**src/rtl/qspi_pkg.sv**
```systemverilog
// qspi_pkg: shared QSPI lane-mode type and lanes-per-sample helper
package qspi_pkg;
  typedef enum logic [1:0] {
    QSPI_SINGLE = 2'b00,
    QSPI_DUAL   = 2'b01,
    QSPI_QUAD   = 2'b10
  } qspi_mode_e;
  function automatic logic [2:0] qspi_lanes(qspi_mode_e m);
    return m == QSPI_SINGLE ? 3'd1 : m == QSPI_DUAL ? 3'd2 : 3'd4;
  endfunction
endpackage

```
**src/rtl/qspi_rx_deser_if.sv**
```systemverilog
// qspi_rx_deser_if: valid/ready word stream from the deserialiser to the RX datapath
//   data  word, right-justified
//   valid word available
//   ready consumer accepts word when valid & ready
interface qspi_rx_deser_if #(parameter int DATA_W = 32);
  logic [DATA_W-1:0] data;
  logic              valid;
  logic              ready;
  modport master (output data, valid, input ready);
  modport slave  (input data, valid, output ready);
endinterface

```
**src/rtl/qspi_rx_fifo.sv**
```systemverilog
// qspi_rx_fifo: synchronous show-ahead FIFO with flush, fill count and full/empty flags
//   clk_i/rst_ni clock, async active-low reset; clr_i sync flush
//   push_i/wdata_i write (accepted when not full or popping same cycle)
//   pop_i read (ignored when empty); rdata_o head word, zero when empty
//   count_o fill level; full_o/empty_o status
module qspi_rx_fifo #(
  parameter  int WIDTH = 32,
  parameter  int DEPTH = 4,
  localparam int AW    = $clog2(DEPTH),
  localparam int CW    = $clog2(DEPTH + 1)
) (
  input  logic             clk_i,
  input  logic             rst_ni,
  input  logic             clr_i,
  input  logic             push_i,
  input  logic [WIDTH-1:0] wdata_i,
  input  logic             pop_i,
  output logic [WIDTH-1:0] rdata_o,
  output logic [CW-1:0]    count_o,
  output logic             full_o,
  output logic             empty_o
);
  logic [WIDTH-1:0] mem [DEPTH];
  logic [AW-1:0]    wp, rp;
  logic             wr, rd;
  assign empty_o = count_o == '0;
  assign full_o  = count_o == CW'(DEPTH);
  assign rd      = pop_i && !empty_o;
  assign wr      = push_i && (!full_o || rd);
  assign rdata_o = empty_o ? '0 : mem[rp];
  always_ff @(posedge clk_i or negedge rst_ni)
    if (!rst_ni) begin
      wp      <= '0;
      rp      <= '0;
      count_o <= '0;
    end else if (clr_i) begin
      wp      <= '0;
      rp      <= '0;
      count_o <= '0;
    end else begin
      if (wr) wp <= wp + AW'(1);
      if (rd) rp <= rp + AW'(1);
      count_o <= count_o + CW'(wr) - CW'(rd);
    end
  always_ff @(posedge clk_i)
    if (wr) mem[wp] <= wdata_i;
endmodule

```
**src/rtl/qspi_rx_deser.sv**
```systemverilog
// qspi_rx_deser: QSPI 1/2/4-lane receive deserialiser feeding a show-ahead word FIFO
//   clk_i/rst_ni clock, async active-low reset; clr_i sync flush of word, FIFO and overflow
//   mode_i/msb_first_i/len_i lane mode, bit order, bytes-per-word-1 (latched at word start)
//   sample_i/last_i/qsd_i sampled IO lines, sample strobe, end-of-transfer flush
//   rx (master) FIFO head word with valid/ready
//   count_o FIFO fill; overflow_o sticky dropped-word flag; busy_o partial word in progress
module qspi_rx_deser
  import qspi_pkg::*;
#(
  parameter  int DATA_W     = 32,
  parameter  int FIFO_DEPTH = 4,
  localparam int LW         = DATA_W > 8 ? $clog2(DATA_W / 8) : 1,
  localparam int CW         = $clog2(FIFO_DEPTH + 1)
) (
  input  logic             clk_i,
  input  logic             rst_ni,
  input  logic             clr_i,
  input  logic [1:0]       mode_i,
  input  logic             msb_first_i,
  input  logic [LW-1:0]    len_i,
  input  logic             sample_i,
  input  logic             last_i,
  input  logic [3:0]       qsd_i,
  qspi_rx_deser_if.master  rx,
  output logic [CW-1:0]    count_o,
  output logic             overflow_o,
  output logic             busy_o
);
  localparam int BW = $clog2(DATA_W + 1);
  logic [DATA_W-1:0] sr_q, sr_base, sr_d, in_w, word;
  logic [BW-1:0]     cnt_q, cnt_d, k, tgt, sh;
  qspi_mode_e        mode_q, mode_e;
  logic [LW-1:0]     len_q, len_e;
  logic              msb_q, msb_e, start, push, pop, full, empty;
  assign start  = cnt_q == '0;
  assign busy_o = !start;
  // Live inputs apply only on the first sample of a word; afterwards the latched copy rules.
  always_comb begin
    mode_e  = start ? qspi_mode_e'(mode_i) : mode_q;
    len_e   = start ? len_i : len_q;
    msb_e   = start ? msb_first_i : msb_q;
    k       = BW'(qspi_lanes(mode_e));
    tgt     = BW'((int'(len_e) + 1) * 8);
    in_w    = mode_e == QSPI_SINGLE ? DATA_W'(qsd_i[1]) :
              mode_e == QSPI_DUAL   ? DATA_W'(qsd_i[1:0]) : DATA_W'(qsd_i);
    sr_base = start ? '0 : sr_q;
    sr_d    = !sample_i ? sr_q :
              msb_e ? (sr_base << k) | in_w : (sr_base >> k) | (in_w << (BW'(DATA_W) - k));
    cnt_d   = sample_i ? cnt_q + k : cnt_q;
    push    = (sample_i && cnt_d == tgt) || (last_i && cnt_d != '0);
    // LSB-first words fill from the top, so slide them down to bit 0 on push.
    sh      = msb_e ? '0 : BW'(DATA_W) - cnt_d;
    word    = sr_d >> sh;
  end
  always_ff @(posedge clk_i or negedge rst_ni)
    if (!rst_ni) begin
      sr_q       <= '0;
      cnt_q      <= '0;
      mode_q     <= QSPI_SINGLE;
      len_q      <= '0;
      msb_q      <= 1'b0;
      overflow_o <= 1'b0;
    end else if (clr_i) begin
      sr_q       <= '0;
      cnt_q      <= '0;
      overflow_o <= 1'b0;
    end else begin
      sr_q  <= sr_d;
      cnt_q <= push ? '0 : cnt_d;
      if (sample_i && start) begin
        mode_q <= mode_e;
        len_q  <= len_e;
        msb_q  <= msb_e;
      end
      if (push && full && !pop) overflow_o <= 1'b1;
    end
  assign pop      = rx.valid && rx.ready;
  assign rx.valid = !empty;
  qspi_rx_fifo #(.WIDTH(DATA_W), .DEPTH(FIFO_DEPTH)) u_fifo (
    .clk_i   (clk_i),
    .rst_ni  (rst_ni),
    .clr_i   (clr_i),
    .push_i  (push),
    .wdata_i (word),
    .pop_i   (pop),
    .rdata_o (rx.data),
    .count_o (count_o),
    .full_o  (full),
    .empty_o (empty)
  );
endmodule
```
**src/flat_wrapper.sv**
```systemverilog
// flat-port wrapper written by rule: the top's interface ports become plain ports
module qspi_rx_deser_flat import qspi_pkg::*;
#(
  parameter  int DATA_W     = 32,
  parameter  int FIFO_DEPTH = 4,
  localparam int LW         = DATA_W > 8 ? $clog2(DATA_W / 8) : 1,
  localparam int CW         = $clog2(FIFO_DEPTH + 1)
)
  (clk_i, rst_ni, clr_i, mode_i, msb_first_i, len_i, sample_i, last_i, qsd_i, count_o, overflow_o, busy_o, rx_data, rx_valid, rx_ready);
  qspi_rx_deser_if #(.DATA_W(DATA_W)) rx_i ();
  input  logic clk_i;
  input  logic rst_ni;
  input  logic clr_i;
  input  logic [1:0] mode_i;
  input  logic msb_first_i;
  input  logic [LW-1:0] len_i;
  input  logic sample_i;
  input  logic last_i;
  input  logic [3:0] qsd_i;
  output logic [CW-1:0] count_o;
  output logic overflow_o;
  output logic busy_o;
  output wire logic [$bits(rx_i.data)-1:0] rx_data;
  output wire logic [$bits(rx_i.valid)-1:0] rx_valid;
  input wire logic [$bits(rx_i.ready)-1:0] rx_ready;
  assign rx_data = rx_i.data;
  assign rx_valid = rx_i.valid;
  assign rx_i.ready = rx_ready;
  qspi_rx_deser #(.DATA_W(DATA_W), .FIFO_DEPTH(FIFO_DEPTH)) u_core (.clk_i(clk_i), .rst_ni(rst_ni), .clr_i(clr_i), .mode_i(mode_i), .msb_first_i(msb_first_i), .len_i(len_i), .sample_i(sample_i), .last_i(last_i), .qsd_i(qsd_i), .rx(rx_i), .count_o(count_o), .overflow_o(overflow_o), .busy_o(busy_o));
endmodule
```
**config.mk**
```make
export PLATFORM = sky130hd
export DESIGN_NAME = qspi_rx_deser_flat
export DESIGN_NICKNAME = d
export VERILOG_FILES = /design/src/rtl/qspi_pkg.sv /design/src/rtl/qspi_rx_deser_if.sv /design/src/rtl/qspi_rx_fifo.sv /design/src/rtl/qspi_rx_deser.sv /design/src/flat_wrapper.sv
export SDC_FILE = /design/constraint.sdc
export NUM_CORES = 1
export LEC_CHECK = 0
export ABC_AREA = 1
export BUFFER_PORTS_ARGS = -buffer_cell sky130_fd_sc_hd__buf_4
export CORE_MARGIN = 2
export CORE_UTILIZATION = 55
export CTS_CLUSTER_SIZE = 10
export DETAILED_ROUTE_END_ITERATION = 10
export PLACE_DENSITY_LB_ADDON = 0.3
export SETUP_SLACK_MARGIN = 0.15
export SLEW_MARGIN = 20
export SYNTH_ARGS = -nofsm -noshare
export SYNTH_HDL_FRONTEND = slang
export SYNTH_HIERARCHICAL = 1
export SYNTH_SLANG_ARGS = --single-unit
```
**constraint.sdc**
```tcl
create_clock -name clk_i -period 5.6 [get_ports clk_i]
set_input_delay 1.12 -clock clk_i [delete_from_list [all_inputs] [get_ports clk_i]]
set_output_delay 1.12 -clock clk_i [all_outputs]
set_load 0.01 [all_outputs]
```
# ---- Word-level counts from Yosys, hierarchy flattened
# Memory sizes are Yosys's and may differ from the RTL's.
# Index checks and enable logic that the tools add are counted.
dict set report word_totals {
  ff_bits 51
  ram_bits 128
  in_bits 15
  out_inout_bits 38
  elab_cells 75
  mem_count 1
}
dict set report classes {
  add_sub_neg 8
  n_eq_ne 3
  shifts 4
  muxes 25
  n_bitwise 3
  n_reduce_logical 22
}
# memory depth word_bits rd rd_clocked_by_memory_dff wr line
set memory_table {}
lappend memory_table {u_core.u_fifo.mem 4 32 1 0 1 qspi_rx_fifo.sv:23} ;# logic [WIDTH-1:0] mem [DEPTH];
# op n
set ops {}
lappend ops {{two-way mux 32 bit} 6}
lappend ops {{OR 32 bit} 2}
lappend ops {{<< shifter 32 x 3 -> 32 bit} 1}
lappend ops {{<< shifter 32 x 6 -> 32 bit} 1}
lappend ops {{right shift 32 x 3 -> 32 bit} 1}
lappend ops {{right shift 32 x 6 -> 32 bit} 1}
lappend ops {{two-way mux 6 bit} 4}
lappend ops {{two-way mux 2 bit} 6}
lappend ops {{two-way mux 3 bit} 3}
lappend ops {{logical AND 1 bit} 8}
lappend ops {{adder 6 x 3 -> 6 bit} 1}
lappend ops {{== test 6 bit} 1}
lappend ops {{zero test 6 bit} 1}
lappend ops {{nonzero test 2 bit} 3}
lappend ops {{nonzero test 6 bit} 1}
lappend ops {{subtractor 6 x 3 -> 6 bit, first input constant} 1}
lappend ops {{subtractor 6 bit, first input constant} 1}
lappend ops {{two-way mux 1 bit} 5}
lappend ops {{adder 2 x 1 -> 2 bit, second input constant} 2}
lappend ops {{zero test 1 bit} 4}
lappend ops {{two-way mux 4 bit} 1}
lappend ops {{adder 2 x 1 -> 3 bit, second input constant} 1}
lappend ops {{adder 3 x 1 -> 3 bit} 1}
lappend ops {{== test 3 bit, second input constant} 1}
lappend ops {{7 further kinds} 8}

# ---- Longest topological paths before layout
dict set report logic_depth {
  depth_word 14
  ltp_mapped 29
  ltp_nobuf 28
}

# ---- By module
# The synthesis kept the hierarchy.
# module n_inst cells_each area_per_inst_um2 seq_area_each_um2
set modules_own_cells {}
lappend modules_own_cells {qspi_rx_fifo 1 471 5544.1 4018.9}
lappend modules_own_cells {qspi_rx_deser 1 969 5454.0 1101.1}

# ---- Worst setup path before layout
# No wires, ideal clock.
dict set report synth_path {
  kind {input to register}
  from {input port mode_i[1]}
  to {memory u_core.u_fifo.mem[0][0] (enable)}
  arrival_ns 4.862
  slack_ns 0.317
  path_stages 16
  cell_sequence {nand4_1 > nand2_4 > nor2_8 > buf_4 > ha_1 > fa_1 > nand2_1 > inv_1 > o21ai_0 > xor2_1 > xnor2_1 > nor3_1 > nand4_1 > nand2_1 > nand2_1 > nor2_1}
}
dict set report synth_via {
  elab_chain_cells 12
  word_cells_on_any_way 15
  cone_classes {add/sub (1); eq/ne (2); mux (6); reduce/logical (6)}
}
# element line
set synth_rtl {}
lappend synth_rtl {{start: declaration} flat_wrapper.sv:14} ;# input logic [1:0] mode_i;
lappend synth_rtl {{two-way mux 2 bit *} qspi_rx_deser.sv:39} ;# mode_e = start ? qspi_mode_e'(mode_i) : mode_q;
lappend synth_rtl {{== test 2 x 1 -> 1 bit} qspi_pkg.sv:9} ;# return m == QSPI_SINGLE ? 3'd1 : m == QSPI_DUAL ? 3'd2 : 3'd4;
lappend synth_rtl {{two-way mux 3 bit} qspi_pkg.sv:9}
lappend synth_rtl {{two-way mux 3 bit *} qspi_pkg.sv:9}
lappend synth_rtl {{adder 6 x 3 -> 6 bit *} qspi_rx_deser.sv:49} ;# cnt_d = sample_i ? cnt_q + k : cnt_q;
lappend synth_rtl {{two-way mux 6 bit *} qspi_rx_deser.sv:49}
lappend synth_rtl {{== test 6 bit or nonzero test 6 bit (tied branches)} qspi_rx_deser.sv:50} ;# push = (sample_i && cnt_d == tgt) || (last_i && cnt_d != '0);
lappend synth_rtl {{logical AND 1 bit} qspi_rx_deser.sv:50}
lappend synth_rtl {{logical OR 1 bit *} qspi_rx_deser.sv:50}
lappend synth_rtl {{via u_core.push} qspi_rx_deser.sv:34} ;# logic msb_q, msb_e, start, push, pop, full, empty;
lappend synth_rtl {{logical AND 1 bit *} qspi_rx_fifo.sv:29} ;# assign wr = push_i && (!full_o || rd);
lappend synth_rtl {{two-way mux 1 bit *} qspi_rx_fifo.sv:46} ;# if (wr) mem[wp] <= wdata_i;
lappend synth_rtl {{two-way mux 1 bit (not written as such) *} qspi_rx_fifo.sv:46}
lappend synth_rtl {{end: declaration} qspi_rx_fifo.sv:23}
# The timed path passes the listed nets; every way through them passes the cells marked *.

# ---- Final worst setup path
dict set report layout_path {
  from {register u_core.cnt_q[2]}
  to {register u_core.u_fifo.count_o[2]}
}
dict set report layout_via {
  elab_chain_cells 14
  word_cells_on_any_way 19
  cone_classes {add/sub (4); eq/ne (2); mux (6); reduce/logical (7)}
}
# element line
set layout_rtl {}
lappend layout_rtl {{start: declaration} qspi_rx_deser.sv:31} ;# logic [BW-1:0] cnt_q, cnt_d, k, tgt, sh;
lappend layout_rtl {{start signal: assignment} qspi_rx_deser.sv:69} ;# cnt_q <= push ? '0 : cnt_d;
lappend layout_rtl {{zero test 6 bit} qspi_rx_deser.sv:35} ;# assign start = cnt_q == '0;
lappend layout_rtl {{two-way mux 2 bit} qspi_rx_deser.sv:39}
lappend layout_rtl {{== test 2 x 1 -> 1 bit} qspi_pkg.sv:9}
lappend layout_rtl {{two-way mux 3 bit (2 in series)} qspi_pkg.sv:9}
lappend layout_rtl {{adder 6 x 3 -> 6 bit} qspi_rx_deser.sv:49}
lappend layout_rtl {{two-way mux 6 bit} qspi_rx_deser.sv:49}
lappend layout_rtl {{== test 6 bit or nonzero test 6 bit (tied branches)} qspi_rx_deser.sv:50}
lappend layout_rtl {{logical AND 1 bit} qspi_rx_deser.sv:50}
lappend layout_rtl {{logical OR 1 bit *} qspi_rx_deser.sv:50}
lappend layout_rtl {{via u_core.push} qspi_rx_deser.sv:34}
lappend layout_rtl {{logical AND 1 bit *} qspi_rx_fifo.sv:29}
lappend layout_rtl {{adder 3 x 1 -> 3 bit *} qspi_rx_fifo.sv:43} ;# count_o <= count_o + CW'(wr) - CW'(rd);
lappend layout_rtl {{subtractor 3 x 1 -> 3 bit *} qspi_rx_fifo.sv:43}
lappend layout_rtl {{two-way mux 3 bit *} qspi_rx_fifo.sv:36} ;# end else if (clr_i) begin
lappend layout_rtl {{end signal: assignment} qspi_rx_fifo.sv:43}
lappend layout_rtl {{end: declaration} qspi_rx_fifo.sv:19} ;# output logic [CW-1:0] count_o,
# Marks and branches as above.
# A chain may end at the register's enable or synchronous reset.

==> metrics.yaml <==
postCtsHoldBufs: 0
root_buffer: "clkbuf_16"
crit_slowest_cell: "fa_1"
max_clock_freq_mhz: 208
grt_pass1_wl_mm: 47.4
htreeDepth: 4
yosys-top-cells-area: "edfxtp_1 (35%), nand2_1 (16%), nand3_1 (15%), dfrtp_1 (12%), nor2_1 (4.0%)"
cp_common_cell: "nor2_1"
area_growth_pct: 8.93
yosysSeqAreaShare_pct: 46.6
path_cells: "nor2_4, nand3_4, nand2_2, nand2_4, nor2_8, fa_1, mux2i_1, ha_1, inv_1, nor2_1, inv_1, nor2_1, inv_1, nor2_1, nand2_1, nand2_1, nand2_1, o21ai_0, ha_1, inv_1, fa_1, nor2_1, nor2_1"
required_ps: 5930
period_minus_slack_ps: 4820
syn_area_sq_um: 11000
rsz0062_at_grt: "false"
postSynthAreaPerCell_sq_um: 7.64
setup_tns_ps: 0
grt_pass1_vias: 9356
die_w_um: 145
maxSlewHeadroom_pct: 39.6
async_reset_ff_share_pct: 28.5
hold_class: "flip-flop to flip-flop"
vias_per_cell: 5.79
grt_max_degree: 68
yosys.area.top_type: "edfxtp_1"
ys_warn_count: 6
start_util_pct: 56.3
holdWs_ps: 493
place.gp.congestion: 0.978
drt_iter0_drc: 1041
drc: 0
cts_sinks: 179
syn-num-nets: 1467
clk_pin_slew_ps: 70
wirelength_mm: 28.8
antenna_found_initial: 0
status: "complete, no violations"
ant_nets: 0
slew_viol_final: 0
hold_viol: 0
cts_setup_buffers: 0
drt-pass1-iter-count: 6
via_count: 9969
cts_tree: "built"
yosysUniqueCellTypes: 42
critPathLaunchType: "flip-flop"
ios: 53
ys_seq_elements: 179
worstPathMaxFanout: 42
crit_path_end_kind: "flip-flop"
wl_per_cell_um: 16.8
track_usage_pct: 27.6
crit_type: "flip-flop to flip-flop"
coreArea_sq_um: 19500
dieArea_sq_um: 21100
clock_skew_ps: 12.0
ys.flop_type: "edfxtp_1"
clockBufferDepth: 2
synth_edf_count: 128
drive_above_1_share_pct: 10.1
hpwl_mm: 19.1
slowest_delay_ps: 460
netlist_instances: 1440
cts_resized: 0
rows: 51
antenna_cells: 0
nNetsFinal: 1470
fin_crit_sh_pct: 86.0
grt-ovfl-total: 0
clkLatencyLatePin_ps: 440
die_h_um: 145
synth_most_common_cell: "nand2_1"
cts_buffers: 17
synth_top_cell_area_share_pct: 34.9
yosys-top-cells-count: "nand2_1 (459), nand3_1 (332), edfxtp_1 (128)"
cp_data_arrival_time_ps: 5150
maxCapViolations: 0
tightest_slew_ps: 906
setup_viol: 0
io_buffers: 52
## layout make-up
cell class	count	area, sq um
Timing Repair Buffer	69	556
Tap cell	265	332
Fill cell	1736	7550
Multi-Input combinational cell	1112	5170
Clock inverter	15	136
Inverter	64	244
Clock buffer	17	425
Sequential cell	179	5120
## placed cells by master (no fill, tap or decap), types with 9 or more instances in the layout
| cell | instances |
|---|---|
| nand2_1 | 459 |
| nand3_1 | 332 |
| edfxtp_1 | 128 |
| nor2_1 | 114 |
| a21oi_1 | 78 |
| buf_4 | 66 |
| inv_1 | 52 |
| dfrtp_1 | 50 |
| o21ai_0 | 43 |
| clkbuf_16 | 17 |
| o21ai_1 | 11 |
| nand4_1 | 10 |
| ha_1 | 10 |
| inv_2 | 9 |
## through the flow
stage          utilization [%]  instances  area [sq um]  setup slack (ps)
3_3_place_gp              58.5       1689         11400               694
5_1_grt                   61.4       1721         12000               356
2_1_floorplan                -       1440         11000               317
3_5_place_dp              58.5       1689         11400               483
6_report                  61.4       1721         12000               782
4_1_cts                   61.3       1721         12000               810
## state kept, by name (all words and copies together), names as in the netlist
register	flops
u_core/len_q	2
u_core/mode_q	2
u_core/cnt_q	6
u_core/u_fifo/rp	2
u_core/msb_q	1
u_core/u_fifo/mem	128
u_core/overflow_o	1
u_core/sr_q	32
u_core/u_fifo/wp	2
u_core/u_fifo/count_o	3
## logic make-up (layout without fill, tap and decap cells)
group	Yosys count	after routing	share of synthesized area, %
AND/OR/NAND/NOR	957	957	38.4
flip-flops	179	179	46.6
buffers and inverters	149	165	6.75
AO/OA/AOI/OAI	138	138	6.42
adder cells (fa/ha/maj)	12	12	1.50
XOR/XNOR	4	4	0.319
multiplexers	1	1	0.0910
## routing by layer
layer | vias to the layer above | GRT usage [%] | wire [um]
met3 | 47 | 4.55 | 1940
li1 | 4884 | - | -
met5 | - | 0 | 0
met4 | 0 | 8.63 | 525
met1 | 4646 | 37.4 | 12300
met2 | 392 | 45.9 | 14100
## worst paths after layout
check | startpoint | end | slack, ps | depth (start not counted)
worst max-delay path | u_core/cnt_q[2]$_DFF_PN0_ | u_core/u_fifo/count_o[2]$_DFF_PN0_ | 780 | 23
worst min-delay path | u_core/len_q[1]$_DFFE_PN0P_ | u_core/len_q[1]$_DFFE_PN0P_ | 490 | 2
worst max register to register | u_core/cnt_q[2]$_DFF_PN0_ | u_core/u_fifo/count_o[2]$_DFF_PN0_ | 780 | 23
worst min register to register | u_core/len_q[1]$_DFFE_PN0P_ | u_core/len_q[1]$_DFFE_PN0P_ | 490 | 2
max in group asynchronous | rst_ni | u_core/u_fifo/rp[0]$_DFFE_PN0P_ | 4380 | 1
min in group asynchronous | rst_ni | u_core/sr_q[31]$_DFF_PN0_ | 720 | 1
## worst max-delay path, delay by kind of cell (launching register included)
family                     cells  cell delay [ps]
buffers and inverters          4              250
DFF                            1              450
muxes                          1              290
adders and majority gates      4             1270
and+or+nand+nor               13             2220
AOI/OAI and AO/OA              1              200
Power is left out: the tool's default activity adds up to more than one toggle a clock period on the data nets, which glitch-free logic cannot reach.
